**config.mk**
```make
export PLATFORM = sky130hd
export DESIGN_NAME = crc_stream
export DESIGN_NICKNAME = d
export VERILOG_FILES = /design/src/rtl/crc_stream_pkg.sv /design/src/rtl/crc_stream_lane_chain.sv /design/src/rtl/crc_stream.sv
export SDC_FILE = /design/constraint.sdc
export NUM_CORES = 1
export LEC_CHECK = 0
export BUFFER_PORTS_ARGS = -buffer_cell sky130_fd_sc_hd__buf_4
export CAP_MARGIN = 25
export CORE_ASPECT_RATIO = 1.75
export CORE_MARGIN = 2
export CORE_UTILIZATION = 35
export CTS_CLUSTER_SIZE = 14
export DETAILED_ROUTE_END_ITERATION = 16
export PLACE_DENSITY = 0.52
export SYNTH_ARGS = -nofsm -noshare
export SYNTH_HDL_FRONTEND = slang
export SYNTH_SLANG_ARGS = --single-unit
```
**constraint.sdc**
```tcl
create_clock -name clk_i -period 7.69 [get_ports clk_i]
set_input_delay 1.1535 -clock clk_i [delete_from_list [all_inputs] [get_ports clk_i]]
set_output_delay 1.1535 -clock clk_i [all_outputs]
set_load 0.1 [all_outputs]
```
**src/rtl/crc_stream_pkg.sv**
```systemverilog
// crc_stream_pkg: shared polynomial constants, FSM state type and bit-serial CRC helpers
// for the streaming CRC engine.
package crc_stream_pkg;

   localparam logic [31:0] CRC32_ETH   = 32'h04C1_1DB7;
   localparam logic [31:0] CRC16_CCITT = 32'h0000_1021;
   localparam logic [31:0] CRC8        = 32'h0000_0007;

   typedef enum logic {ST_ACCUM, ST_HOLD} state_t;

   function automatic logic [31:0] width_mask(input int w);
      return 32'((33'd1 << w) - 33'd1);
   endfunction

   // Reverse the low w bits of v; bits above w come back as zero.
   function automatic logic [31:0] reflect(input logic [31:0] v, input int w);
      logic [31:0] r;
      logic [31:0] s;
      r = '0;
      s = v;
      for (int i = 0; i < 32; i++) begin
         if (i < w) begin
            r = {r[30:0], s[0]};
            s = s >> 1;
         end
      end
      return r;
   endfunction

   // One byte through a w-bit normal-form register, MSB of the byte first.
   function automatic logic [31:0] crc_byte_step(input logic [31:0] crc, input logic [7:0] b,
                                                 input logic [31:0] poly, input int w);
      logic [31:0] c;
      logic [7:0]  d;
      logic        fb;
      c = crc;
      d = b;
      for (int i = 0; i < 8; i++) begin
         fb = (|(c & (32'd1 << (w - 1)))) ^ d[7];
         c  = ((c << 1) ^ (fb ? poly : 32'd0)) & width_mask(w);
         d  = d << 1;
      end
      return c;
   endfunction

endpackage

```
**src/rtl/crc_stream_lane_chain.sv**
```systemverilog
// crc_stream_lane_chain: combinational fold of one beat's enabled byte lanes into the CRC
// register, lane 0 first.
module crc_stream_lane_chain
   import crc_stream_pkg::*;
#(
   parameter int          DATA_WIDTH = 32,
   parameter int          CRC_WIDTH  = 32,
   parameter logic [31:0] POLY       = CRC32_ETH,
   parameter bit          REFLECT_IN = 1'b1
) (
   input  logic [CRC_WIDTH-1:0]    i_crc,
   input  logic [DATA_WIDTH-1:0]   i_data,
   input  logic [DATA_WIDTH/8-1:0] i_keep,
   output logic [CRC_WIDTH-1:0]    o_crc
);

   localparam int          LANES = DATA_WIDTH / 8;
   localparam logic [31:0] P     = POLY & width_mask(CRC_WIDTH);

   logic [31:0]           w_acc;
   logic [31:0]           w_byte;
   logic [DATA_WIDTH-1:0] w_d;
   logic [LANES-1:0]      w_k;

   // Lanes are consumed by shifting so that each step only looks at the low byte.
   always_comb begin
      w_acc  = 32'(i_crc);
      w_byte = '0;
      w_d    = i_data;
      w_k    = i_keep;
      for (int k = 0; k < LANES; k++) begin
         w_byte = REFLECT_IN ? reflect(32'(w_d[7:0]), 8) : 32'(w_d[7:0]);
         w_acc  = w_k[0] ? crc_byte_step(w_acc, w_byte[7:0], P, CRC_WIDTH) : w_acc;
         w_d    = w_d >> 8;
         w_k    = w_k >> 1;
      end
   end

   assign o_crc = w_acc[CRC_WIDTH-1:0];

endmodule

```
**src/rtl/crc_stream.sv**
```systemverilog
// crc_stream: streaming CRC engine with byte enables and per-frame framing; each frame's
// CRC and residue flag are held in a single-entry valid/ready output slot.
module crc_stream
   import crc_stream_pkg::*;
#(
   parameter int          DATA_WIDTH  = 32,
   parameter int          CRC_WIDTH   = 32,
   parameter logic [31:0] POLY        = CRC32_ETH,
   parameter logic [31:0] INIT        = 32'hFFFF_FFFF,
   parameter logic [31:0] XOR_OUT     = 32'hFFFF_FFFF,
   parameter bit          REFLECT_IN  = 1'b1,
   parameter bit          REFLECT_OUT = 1'b1,
   parameter logic [31:0] RESIDUE     = 32'h2144_DF1C
) (
   input  logic                    clk_i,
   input  logic                    rstn_i,
   input  logic                    clear_i,
   input  logic                    s_valid_i,
   output logic                    s_ready_o,
   input  logic [DATA_WIDTH-1:0]   s_data_i,
   input  logic [DATA_WIDTH/8-1:0] s_keep_i,
   input  logic                    s_last_i,
   output logic                    m_valid_o,
   input  logic                    m_ready_i,
   output logic [CRC_WIDTH-1:0]    m_crc_o,
   output logic                    m_ok_o
);

   localparam int                   LANES     = DATA_WIDTH / 8;
   localparam logic [CRC_WIDTH-1:0] C_INIT    = INIT[CRC_WIDTH-1:0];
   localparam logic [CRC_WIDTH-1:0] C_XOR     = XOR_OUT[CRC_WIDTH-1:0];
   localparam logic [CRC_WIDTH-1:0] C_RESIDUE = RESIDUE[CRC_WIDTH-1:0];

   state_t                r_state;
   state_t                w_state_nxt;
   logic [1:0]            r_rst_sync;
   logic [CRC_WIDTH-1:0]  r_crc;
   logic [CRC_WIDTH-1:0]  r_m_crc;
   logic                  r_m_ok;
   logic [CRC_WIDTH-1:0]  w_crc_nxt;
   logic [CRC_WIDTH-1:0]  w_crc_fin;
   logic [31:0]           w_refl;
   logic                  w_take;
   logic                  w_close;
   logic [LANES:0]        w_keep_p1;

   crc_stream_lane_chain #(
      .DATA_WIDTH (DATA_WIDTH),
      .CRC_WIDTH  (CRC_WIDTH),
      .POLY       (POLY),
      .REFLECT_IN (REFLECT_IN)
   ) u_chain (
      .i_crc  (r_crc),
      .i_data (s_data_i),
      .i_keep (s_keep_i),
      .o_crc  (w_crc_nxt)
   );

   assign w_refl    = reflect(32'(w_crc_nxt), CRC_WIDTH);
   assign w_crc_fin = (REFLECT_OUT ? w_refl[CRC_WIDTH-1:0] : w_crc_nxt) ^ C_XOR;

   // Input stays closed until reset release has crossed the synchroniser.
   assign s_ready_o = r_rst_sync[1] & ((r_state == ST_ACCUM) | m_ready_i);
   assign w_take    = s_valid_i & s_ready_o & ~clear_i;
   assign w_close   = w_take & s_last_i;
   assign m_valid_o = (r_state == ST_HOLD);
   assign m_crc_o   = r_m_crc;
   assign m_ok_o    = r_m_ok;

   always_comb begin
      w_state_nxt = w_close ? ST_HOLD : (r_state == ST_HOLD && m_ready_i) ? ST_ACCUM : r_state;
   end

   always_ff @(posedge clk_i or negedge rstn_i) begin
      if (!rstn_i) begin
         r_rst_sync <= '0;
         r_state    <= ST_ACCUM;
         r_crc      <= C_INIT;
         r_m_crc    <= '0;
         r_m_ok     <= 1'b0;
      end else begin
         r_rst_sync <= {r_rst_sync[0], 1'b1};
         r_state    <= w_state_nxt;
         r_crc      <= (clear_i || w_close) ? C_INIT : w_take ? w_crc_nxt : r_crc;
         r_m_crc    <= w_close ? w_crc_fin : r_m_crc;
         r_m_ok     <= w_close ? (w_crc_fin == C_RESIDUE) : r_m_ok;
      end
   end

   // Byte enables must be a run of ones starting at lane 0.
   assign w_keep_p1 = {1'b0, s_keep_i} + (LANES + 1)'(1);

   a_keep_contig : assert property (@(posedge clk_i) disable iff (!rstn_i)
      (s_valid_i && s_ready_o) |-> (({1'b0, s_keep_i} & w_keep_p1) == '0));

endmodule

```
# After elaboration in Yosys (flattened, before gate mapping)
# Index checks and enable logic that the tools add are counted.
[op_classes] n_eq_ne=1 n_mux=40 n_bitwise=72 reduce_logical=4
[ops] operator="two-way mux 27 bit" count=32
[ops] operator="XOR 32 x 27 -> 32 bit" count=16
[ops] operator="XOR 32 bit" count=16
[ops] operator="two-way mux 32 bit" count=6
[ops] operator="equality test 32 x 30 -> 1 bit (second input constant)" count=1
[ops] operator="NOT 32 bit" count=1
[ops] operator="XOR 1 bit" count=32
[ops] operator="bitwise AND 1 bit" count=4
[ops] operator="nonzero test 2 bit" count=2
[ops] operator="two-way mux 1 bit" count=2
[ops] operator="NOT 1 bit" count=2
[ops] operator="logical AND 1 bit" count=1
[ops] operator="logical OR 1 bit" count=1
[ops] operator="bitwise OR 1 bit" count=1
[word_totals] ff_bits=68 in_bits=42 output_inout_bits=35 wordCells=122

# Longest topological paths before layout
# Gate-level depths: netlist of run 1.
[depth] depth_word=102 depth_mapped=20

# Hierarchy
# Synthesis of run 1 repeated with hierarchy kept, for this count alone.
[hier_totals] hier_cells=768 hier_area_um2=7966.4
[modules_own_cells] mod="crc_stream_lane_chain" n_inst=1 cells_per_inst=573 area_per_inst_um2=5277.6
[modules_own_cells] mod="crc_stream" n_inst=1 cells_per_inst=195 area_per_inst_um2=2688.8

# Least setup slack after synthesis of run 1
# OpenSTA, ideal clock, no wires.
[synth_timing] path_type="input-to-reg" start="input port s_data_i[3]" end="register r_m_ok (netlist: m_ok_o)" arrival_ns=6.466 required_time_ns=7.619 setup_slack_ns=1.153 stages=17 n_path_buf=0 path_cell_list="xnor2_2 xnor2_2 xor3_1 mux2i_4 xnor2_4 xor3_1 mux2i_4 xnor2_2 xnor3_1 mux2i_2 xor2_4 xor3_1 nand2_1 nor4bb_1 or4b_2 nor4_1 a32o_1"
[synth_via] elab_chain_cells=45 elab_cells_between_ends=75 classes_between="eq/ne: 1; mux: 24; bitwise: 50"
[synth_lines] element="start: declaration" line="crc_stream.sv:20" source="input logic [DATA_WIDTH-1:0] s_data_i,"
[synth_lines] element="XOR 1 bit *" line="crc_stream_pkg.sv:39" source="fb = (|(c & (32'd1 << (w - 1)))) ^ d[7];"
[synth_lines] element="two-way mux 27 bit *" line="crc_stream_pkg.sv:40" source="c = ((c << 1) ^ (fb ? poly : 32'd0)) & width_mask(w);"
[synth_lines] element="XOR 32 bit * (5 in a row)" line="crc_stream_pkg.sv:40"
[synth_lines] element="two-way mux 32 bit *" line="crc_stream_lane_chain.sv:33" source="w_acc = w_k[0] ? crc_byte_step(w_acc, w_byte[7:0], P, CRC_WIDTH) : w_acc;"
[synth_lines] element="XOR 32 bit" line="crc_stream_pkg.sv:40"
[synth_lines] element="XOR 1 bit or XOR 32 bit (tied branches)" line="crc_stream_pkg.sv:39, crc_stream_pkg.sv:40"
[synth_lines] element="two-way mux 27 bit or XOR 32 x 27 -> 32 bit (tied branches)" line="crc_stream_pkg.sv:40"
[synth_lines] element="XOR 32 bit" line="crc_stream_pkg.sv:40"
[synth_lines] element="(+25 left out)"
[synth_lines] element="XOR 32 x 27 -> 32 bit" line="crc_stream_pkg.sv:40"
[synth_lines] element="XOR 32 x 27 -> 32 bit or XOR 1 bit (tied branches)" line="crc_stream_pkg.sv:40, crc_stream_pkg.sv:39"
[synth_lines] element="XOR 32 x 27 -> 32 bit, or another cell as far along" line="crc_stream_pkg.sv:40"
[synth_lines] element="XOR 32 x 27 -> 32 bit or two-way mux 27 bit (tied branches)" line="crc_stream_pkg.sv:40"
[synth_lines] element="XOR 32 bit" line="crc_stream_pkg.sv:40"
[synth_lines] element="two-way mux 32 bit *" line="crc_stream_lane_chain.sv:33"
[synth_lines] element="NOT 32 bit (no line) *"
[synth_lines] element="equality test 32 x 30 -> 1 bit *" line="crc_stream.sv:86" source="r_m_ok <= w_close ? (w_crc_fin == C_RESIDUE) : r_m_ok;"
[synth_lines] element="end signal: assignment" line="crc_stream.sv:86"
[synth_lines] element="end: declaration" line="crc_stream.sv:39" source="logic r_m_ok;"
# Every way passes the cells marked *; elsewhere a longest branch is shown, timed or not.
# A chain may end at the register's enable or synchronous reset.

# Worst setup path after layout of run 1
[layout_timing] start="input port s_data_i[5]" end="register r_m_ok (netlist: m_ok_o)"
[layout_via] elab_chain_cells=43 elab_cells_between_ends=69 classes_between="eq/ne: 1; mux: 22; bitwise: 46"
[layout_lines] element="XOR 1 bit *" line="crc_stream_pkg.sv:39"
[layout_lines] element="two-way mux 27 bit *" line="crc_stream_pkg.sv:40"
[layout_lines] element="XOR 32 bit * (3 in a row)" line="crc_stream_pkg.sv:40"
[layout_lines] element="two-way mux 32 bit *" line="crc_stream_lane_chain.sv:33"
[layout_lines] element="XOR 32 bit (2 in a row)" line="crc_stream_pkg.sv:40"
[layout_lines] element="XOR 32 x 27 -> 32 bit" line="crc_stream_pkg.sv:40"
[layout_lines] element="XOR 1 bit" line="crc_stream_pkg.sv:39"
[layout_lines] element="two-way mux 27 bit" line="crc_stream_pkg.sv:40"
[layout_lines] element="(+19 left out)"
[layout_lines] element="XOR 32 x 27 -> 32 bit (5 in a row)" line="crc_stream_pkg.sv:40"
[layout_lines] element="XOR 1 bit" line="crc_stream_pkg.sv:39"
[layout_lines] element="two-way mux 27 bit" line="crc_stream_pkg.sv:40"
[layout_lines] element="XOR 32 x 27 -> 32 bit (2 in a row)" line="crc_stream_pkg.sv:40"
[layout_lines] element="XOR 32 bit" line="crc_stream_pkg.sv:40"
[layout_lines] element="two-way mux 32 bit *" line="crc_stream_lane_chain.sv:33"
[layout_lines] element="NOT 32 bit (no line) *"
[layout_lines] element="equality test 32 x 30 -> 1 bit *" line="crc_stream.sv:86"
# Marks and branches as above.

==> results.sh, run 1 <==
export IMPL_die_area_um2=25000
export IMPL_clock_latency_ns=0.33
export IMPL_grt_setup_unrepaired="no"
export IMPL_path_max_fanout=9
export IMPL_drtIter0Drc=408
export IMPL_ys_types=68
export IMPL_setup_slack_ns=0.538
export IMPL_viasPerCell=5.05
export IMPL_routed_wl_um=27200
export IMPL_post_dp_cell_area_um2=9410
export IMPL_synth_avg_cell_area_um2=10.6
export IMPL_dp_slack_ns=0.235
export IMPL_grt_pass1_wl_um=39900
export IMPL_ys_seq_elements=68
export IMPL_cap_violations=0
export IMPL_grt_pass1_vias=6298
export IMPL_yosys_warnings=0
export IMPL_io_pins=77
export IMPL_cts_tree="done"
export IMPL_cts_sinks=68
export IMPL_std_cell_rows=74
export IMPL_startpoint="s_data_i[5]"
export IMPL_htree_levels=3
export IMPL_start_util_pct=35.6
export IMPL_drive_gt1_share_pct=29.1
export IMPL_criticalPathCategory="input pin to register"
export IMPL_synthFlopType="dfrtp_1"
export IMPL_die_y_um=208
export IMPL_synth_cells=781
export IMPL_clockRootBuffer="clkbuf_16"
export IMPL_setup_viol=0
export IMPL_globalRoute_totalOverflow=0
export IMPL_period_share_pct=93.0
export IMPL_antenna_cells=0
export IMPL_dp_hpwl_um=22400
export IMPL_cts_made_buffers=9
export IMPL_reg2reg_setup_slack_ns=0.85
export IMPL_antenna_found_initial=0
export IMPL_gp_congestion=0.922
export IMPL_stdcell_area_um2=9720
export IMPL_yosys_top_cells_area="xnor2_1 14%, dfrtp_1 11%, xnor3_1 11%"
export IMPL_cp_arrival_ns=7.41
export IMPL_cp_endpoint="m_ok_o"
export IMPL_cp_end_kind="register"
export IMPL_maxSlewHeadroom_pct=43.0
export IMPL_io_buffers=76
export IMPL_clockBufferDepth=2
export IMPL_r2r_start="r_crc[26]"
export IMPL_grt_use_total_pct=21.8
export IMPL_die_x_um=120
export IMPL_ctsResizeCount=0
export IMPL_reg2reg_depth=18
export IMPL_synth_cell_area_um2=8300
export IMPL_drtAntennaViolNets=0
export IMPL_vias=5983
export IMPL_clkTransAtPathRegs_ns=0.05
export IMPL_drc=0
export IMPL_reg2reg_to="m_ok_o"
export IMPL_cts_hold_fix_buffers=0
export IMPL_yosysTopAreaCellShare_pct=14.0
export IMPL_hold_viol_final=0
export IMPL_nets=917
export IMPL_timing_setup_tns_ns=0
export IMPL_max_freq_mhz=140
export IMPL_cp_required_ns=7.95
export IMPL_place_inst=1168
export IMPL_syn_nets=823
export IMPL_wire_per_inst_um=22.9
export IMPL_final_cell_count_no_fill=1184
export IMPL_start_kind="input pin"
export IMPL_coreArea_um2=23300
export IMPL_postCtsSetupRepairBufs=0
export IMPL_synth_edf_count=0
export IMPL_ys_async_sr_fraction_pct=100
export IMPL_skew_ns=0.00521
export IMPL_outcome="complete, no violations"
export IMPL_area_growth_synth_to_final_pct=17.1
export IMPL_slew_viol_final=0
export IMPL_synth_top_area_cell="xnor2_1"
export IMPL_hold_path_class="register to register"
export IMPL_synth_seq_area_share_pct=21.0
export IMPL_fin_crit_ns=7.15
export IMPL_worst_slew_pin_slew_ns=0.854
export IMPL_drt_pass1_iter_count=4
export IMPL_grt_max_degree=69
==> kinds of logic (layout without fill, tap and decap cells) <==
family | after synthesis | in the layout | share of synthesized area (%)
xor gates and xnor gates | 277 | 277 | 45.0
and+or+nand+nor | 165 | 165 | 9.12
AOI/OAI and AO/OA | 137 | 137 | 10.0
buffers and inverters | 44 | 143 | 2.38
DFF | 68 | 68 | 21.0
muxes | 89 | 89 | 12.4
other | 1 | 1 | 0.0452
==> flip-flops by register name, indices dropped and copies added, names as in the netlist <==
register    flops
m_crc_o        32
m_ok_o          1
m_valid_o       1
r_crc          32
r_rst_sync      2
==> routing by layer <==
metal  up-vias  part of all wire, %  track usage (%)
met5         -                    0                0
met4         0                  6.4             12.2
met3        55                  2.1             1.29
met2       127                   54             40.9
met1      2916                   37             23.8
li1       2885                    -                -
==> per-stage QoR <==
stage / hold WS (ns) / utilization, %
final: 0.346 / 41.6
after global routing: 0.359 / 41.6
after CTS: 0.350 / 41.6
after detailed placement: 0.336 / 40.3
after global placement: 0.331 / 40.3
after floorplan: 0.331 / -
==> cells in the mapped netlist (all sizes together) (2+ instances only) <==
library cell / n
a2111oi: 2
a211oi: 2
dfstp: 32
a31oi: 3
nand3: 9
a21o: 4
xor2: 61
xnor3: 44
a21oi: 54
xnor2: 154
or4b: 2
nor4: 3
dfrtp: 36
mux2i: 60
xor3: 18
buf: 15
clkbuf: 22
and2: 3
inv: 6
nand2: 53
nand4: 3
o21bai: 4
o211ai: 5
mux2: 29
o22a: 11
nand2b: 6
o21a: 4
nor3: 8
nor2: 64
o21ai: 41
nor3b: 6
==> worst min-delay path by stage <==
stage,startpoint,to,depth (start not counted),slack (ns)
floorplan,r_rst_sync[0],r_rst_sync[1],0,0.33
global placement,r_rst_sync[0],r_rst_sync[1],0,0.33
detailed placement,r_rst_sync[0],r_rst_sync[1],0,0.34
CTS,r_rst_sync[0],r_rst_sync[1],0,0.35
global route,r_rst_sync[0],r_rst_sync[1],0,0.36
finish,r_rst_sync[0],r_rst_sync[1],0,0.35
==> cell type report <==
class | count | area (um^2)
Tap cell | 304 | 380
Multi-Input combinational cell | 669 | 6360
Sequential cell | 68 | 1740
Clock buffer | 10 | 239
Clock inverter | 6 | 62.6
Timing Repair Buffer | 120 | 901
Fill cell | 2328 | 13600
Inverter | 7 | 26.3
==> worst max-delay path: stages <==
cell       delay [ns]
buf_4            0.13
xor2_4           0.38
xnor3_1          0.53
mux2i_4          0.33
xor3_1           0.41
o21ai_1          0.30
xor2_1           0.18
buf_4            0.18
xor2_1           0.24
xnor3_1          0.45
o21ai_2          0.40
xor2_1           0.31
a2111oi_0        0.43
a221o_1          0.33
nand3_1          0.22
nor4bb_1         0.30
or4b_2           0.62
nor4_1           0.30
a32o_1           0.20
==> cells in the final DEF (no fill, tap or decap), types with 7 or more instances in the layout <==
cell type    n
xnor2_4     11
clkbuf_16    9
nor2_1      64
dfrtp_1     36
a21oi_1     54
xnor3_1     39
mux2_2      29
mux2i_1     49
xor2_1      49
xor3_1      17
o22a_1      11
xnor2_1    133
dfstp_2     32
o21ai_0     37
xor2_2       7
xnor2_2     10
nand2_1     51
nand3_1      9
buf_4      120
mux2i_4      7
nor3_1       7
Power of run 1 is not shown: default switching activity piles up to over one toggle a cycle in this logic, so the estimate is an artifact.
==> run 2, diff against run 1 <==
clock period = 7.36 ns   (was 7.69 ns; I/O delays follow)
==> run 2 against run 1 <==
Utilization grew 0.10 points. Via count grew 1.3%. Cell area grew 0.24%. Clock-buffer cell count up 2. Worst hold slack better by 0.0028 ns. Critical path depth fell by 1. Sequential share of layout area is essentially flat. Final cell count increased by 0.34%. Highest routed layer unchanged.
==> results.sh, run 2 (synthesis results as in run 1) <==
export IMPL_start_kind="input pin"
export IMPL_clockBufferDepth=2
export IMPL_gr_usage_met1_pct=23.8
export IMPL_path_max_fanout=6
export IMPL_ctsResizeCount=0
export IMPL_grt_pass1_wl_um=40500
export IMPL_worst_slew_pin_slew_ns=0.872
export IMPL_cts_made_buffers=9
export IMPL_io_pins=77
export IMPL_die_area_um2=25000
export IMPL_postCtsSetupRepairBufs=0
export IMPL_grtUsageMet2_pct=41.7
export IMPL_seq_area_um2=1740
export IMPL_maxSlewHeadroom_pct=40.2
export IMPL_layout_common_cells="133 x xnor2_1, 124 x buf_4, 64 x nor2_1"
export IMPL_vias=6059
export IMPL_grt_pass1_vias=6325
export IMPL_hold_viol_final=0
export IMPL_grt_setup_unrepaired="no"
export IMPL_cp_required_ns=7.62
export IMPL_grt_use_total_pct=22.2
export IMPL_htree_levels=3
export IMPL_routed_wl_um=27400
export IMPL_clock_latency_ns=0.33
export IMPL_antenna_cells=0
export IMPL_cts_hold_fix_buffers=0
export IMPL_max_freq_mhz=144
export IMPL_drt_pass1_iter_count=5
export IMPL_die_y_um=208
export IMPL_grtUsageMet3_pct=1.81
export IMPL_skew_ns=0.00580
export IMPL_nets=921
export IMPL_outcome="complete, no violations"
export IMPL_io_buffers=76
export IMPL_multiInputGateArea_um2=6360
export IMPL_cts_tree="done"
export IMPL_clockRootBuffer="clkbuf_16"
export IMPL_drtIter0Drc=329
export IMPL_fin_util_pct=41.7
export IMPL_period_share_pct=94.3
export IMPL_drive_gt1_share_pct=29.3
export IMPL_globalRoute_totalOverflow=0
export IMPL_final_common_cell="xnor2_1"
export IMPL_drtAntennaViolNets=0
export IMPL_grt_busiest_layer="met2"
export IMPL_antenna_found_initial=0
export IMPL_criticalPathCategory="input pin to register"
export IMPL_cp_end_kind="register"
export IMPL_hold_path_class="register to register"
export IMPL_wire_per_inst_um=23.1
export IMPL_cts_sinks=68
export IMPL_fill_cells=2361
export IMPL_cap_violations=0
export IMPL_viasPerCell=5.10
export IMPL_coreArea_um2=23300
export IMPL_area_growth_synth_to_final_pct=17.4
export IMPL_fin_crit_ns=6.94
export IMPL_gp_congestion=0.904
export IMPL_dp_hpwl_um=22800
export IMPL_grt_max_degree=69
export IMPL_slew_viol_final=0
export IMPL_cp_arrival_ns=7.20
export IMPL_die_x_um=120
export IMPL_clkTransAtPathRegs_ns=0.05
export IMPL_start_util_pct=35.6
export IMPL_setup_viol=0
export IMPL_std_cell_rows=74
export IMPL_drc=0
export IMPL_timing_setup_tns_ns=0
==> run 2: worst paths after layout <==
path | from | end | slack (ns) | depth (start not counted)
min | r_rst_sync[0] | r_rst_sync[1] | 0.35 | 0
min in group asynchronous | rstn_i | r_rst_sync[0] | 0.87 | 1
max reg2reg | r_crc[26] | m_ok_o | 0.75 | 18
max in group asynchronous | rstn_i | m_crc_o[21] | 5.93 | 1
min reg2reg | r_rst_sync[0] | r_rst_sync[1] | 0.35 | 0
max | s_data_i[6] | m_ok_o | 0.42 | 18
==> run 2: critical path, cell delays in order <==
cell and delay [ns]:
buf_4 0.13, xnor2_4 0.24, xnor3_1 0.43, o21a_2 0.30, xnor2_4 0.31, xnor3_1 0.47, xnor2_1 0.14, mux2i_2 0.45
xor2_2 0.42, xnor2_1 0.23, xor3_1 0.46, mux2i_1 0.42, xor2_1 0.12, mux2i_1 0.70, o211ai_1 0.16, or4b_2 0.68
nor4_1 0.24, a32o_1 0.19
==> run 2: through the flow <==
| step | hold slack [ns] | instances | instance area (um^2) | setup slack, ns |
|---|---|---|---|---|
| 3_3_place_gp | 0.332 | 1172 | 9440 | 0.0547 |
| 5_1_grt | 0.368 | 1188 | 9740 | 0.245 |
| 4_1_cts | 0.352 | 1188 | 9740 | 0.415 |
| 6_report | 0.349 | 1188 | 9740 | 0.417 |
| 2_1_floorplan | 0.331 | 781 | 8300 | 0.873 |
| 3_5_place_dp | 0.339 | 1172 | 9440 | 0.0724 |
==> run 2: metal layers <==
layer  wire (um)  up-vias
li1            -     2884
met5           0        -
met1        9900     2977
met4        1770        0
met2       15100      136
met3         651       62
==> run 2: final cells by class <==
cell class	count	area share (%)
repair buffers	124	9.56
flip-flops and latches	68	17.9
multi-input cells	669	65.4
clock buffers	12	2.53
well taps	304	3.91
inverters	7	0.270
clock inverters	4	0.501
Power of run 2 is left out for the same reason.
==> run 3, diff against run 2 <==
RECOVER_POWER = 50   (was unset)
==> run 3 against run 2 <==
The flow now finishes with violations (max-capacitance violations, max-slew violations). Clock-buffer cell count did not move. Sequential share of layout area rose by 0.12 points. Flip-flop and latch count did not move. Worst setup slack got worse by 0.016 ns. First-iteration DRC count fell by 5.8%. Die area did not move. Non-clock buffer count did not move. Worst hold slack barely moved. Clock skew barely moved. Global-route usage did not move. Critical endpoint unchanged.
==> results.sh, run 3 (synthesis results as in run 1) <==
export IMPL_outcome="finished with violations"
export IMPL_violations="max-capacitance violations, max-slew violations"
export IMPL_fin_crit_ns=6.96
export IMPL_cts_hold_fix_buffers=0
export IMPL_crit_buf_inv=1
export IMPL_gp_congestion=0.904
export IMPL_dp_hpwl_um=22800
export IMPL_skew_ns=0.00599
export IMPL_criticalPathCategory="input pin to register"
export IMPL_clockBufferDepth=2
export IMPL_io_buffers=76
export IMPL_hold_viol_final=0
export IMPL_postCtsSetupRepairBufs=0
export IMPL_nets=921
export IMPL_htree_levels=3
export IMPL_layout_common_cells="133 x xnor2_1, 107 x buf_4, 64 x nor2_1"
export IMPL_die_x_um=120
export IMPL_cts_sinks=68
export IMPL_setup_viol=0
export IMPL_drtIter0Drc=310
export IMPL_wire_per_inst_um=23.1
export IMPL_io_pins=77
export IMPL_globalRoute_totalOverflow=0
export IMPL_clock_latency_ns=0.33
export IMPL_critPathMaxStageDelay_ns=0.72
export IMPL_drive_gt1_share_pct=27.4
export IMPL_clockRootBuffer="clkbuf_16"
export IMPL_period_share_pct=94.6
export IMPL_cts_made_buffers=9
export IMPL_crit_family="XOR/XNOR gates"
export IMPL_ctsResizeCount=0
export IMPL_fill_cells=2381
export IMPL_start_kind="input pin"
export IMPL_clkTransAtPathRegs_ns=0.05
export IMPL_slew_viol_final=69
export IMPL_max_freq_mhz=144
export IMPL_drc=0
export IMPL_timing_setup_tns_ns=0
export IMPL_start_util_pct=35.6
export IMPL_holdPathStages=0
export IMPL_cp_arrival_ns=7.22
export IMPL_antenna_found_initial=0
export IMPL_grt_pass1_vias=6325
export IMPL_worst_slew_pin_slew_ns=3.55
export IMPL_cts_tree="done"
export IMPL_grt_use_total_pct=22.2
export IMPL_cp_cell_sequence="buf_4, xnor2_4, xnor3_1, o21a_2, xnor2_4, xnor3_1, xnor2_1, mux2i_2, xor2_2, xnor2_1, xor3_1, mux2i_1, xor2_1, mux2i_1, o211ai_1, or4b_2, nor4_1, a32o_1"
export IMPL_final_common_cell="xnor2_1"
export IMPL_crit_cells=18
export IMPL_drtAntennaViolNets=0
export IMPL_cp_end_kind="register"
export IMPL_cp_required_ns=7.62
export IMPL_std_cell_rows=74
export IMPL_grt_setup_unrepaired="no"
export IMPL_antenna_cells=0
export IMPL_drt_pass1_iter_count=4
export IMPL_grt_max_degree=69
export IMPL_cap_violations=1
export IMPL_viasPerCell=5.12
export IMPL_grt_pass1_wl_um=40500
export IMPL_maxSlewHeadroom_pct=-137
export IMPL_area_growth_synth_to_final_pct=16.6
export IMPL_die_area_um2=25000
export IMPL_path_max_fanout=6
export IMPL_die_y_um=208
export IMPL_vias=6084
export IMPL_cp_slowest_cell="mux2i_1"
export IMPL_hold_path_class="register to register"
export IMPL_reg2reg_depth=17
export IMPL_coreArea_um2=23300
export IMPL_routed_wl_um=27400
run 3: area by class of cell:
cell class	instances	area (um^2)	area share [%]
clock buffer	12	246	2.55
clock inverter	4	48.8	0.504
inverter	7	26.3	0.272
multi-input combinational	669	6360	65.8
sequential	68	1740	18.0
tap	304	380	3.93
timing repair buffer	124	867	8.96
run 3: worst reg2reg max path: stages, from the launching register on:
cell and delay (ns):
dfstp_2 0.63, xnor3_1 0.43, xnor3_1 0.19, o21a_2 0.30, xnor2_4 0.32, xnor3_1 0.47
xnor2_1 0.14, mux2i_2 0.45, xor2_2 0.42, xnor2_1 0.23, xor3_1 0.46, mux2i_1 0.42
xor2_1 0.12, mux2i_1 0.72, o211ai_1 0.16, or4b_2 0.68, nor4_1 0.24, a32o_1 0.19
run 3: path summary, 6_finish.rpt:
path	to	from	slack (ns)
min in group asynchronous	r_rst_sync[0]	rstn_i	1.98
min	r_rst_sync[1]	r_rst_sync[0]	0.35
min reg2reg	r_rst_sync[1]	r_rst_sync[0]	0.35
max in group asynchronous	m_crc_o[21]	rstn_i	3.38
max	m_ok_o	s_data_i[6]	0.40
max reg2reg	m_ok_o	r_crc[31]	0.73
run 3: per-stage QoR:
| step | hold slack, ns | std cells | instance area (um^2) | util (%) | setup slack, ns |
|---|---|---|---|---|---|
| after global routing | 0.368 | 1188 | 9680 | 41.5 | 0.245 |
| after detailed placement | 0.339 | 1172 | 9440 | 40.5 | 0.0724 |
| after global placement | 0.332 | 1172 | 9440 | 40.5 | 0.0547 |
| after floorplan | 0.331 | 781 | 8300 | - | 0.873 |
| final | 0.349 | 1188 | 9680 | 41.5 | 0.401 |
| after CTS | 0.352 | 1188 | 9740 | 41.7 | 0.415 |
run 3: layer usage:
metal	track usage (%)	part of all wire, %
met1	23.8	36
met2	41.7	55
met3	1.81	2.4
met4	13.0	6.5
met5	0	0
Power of run 3 is left out for the same reason.
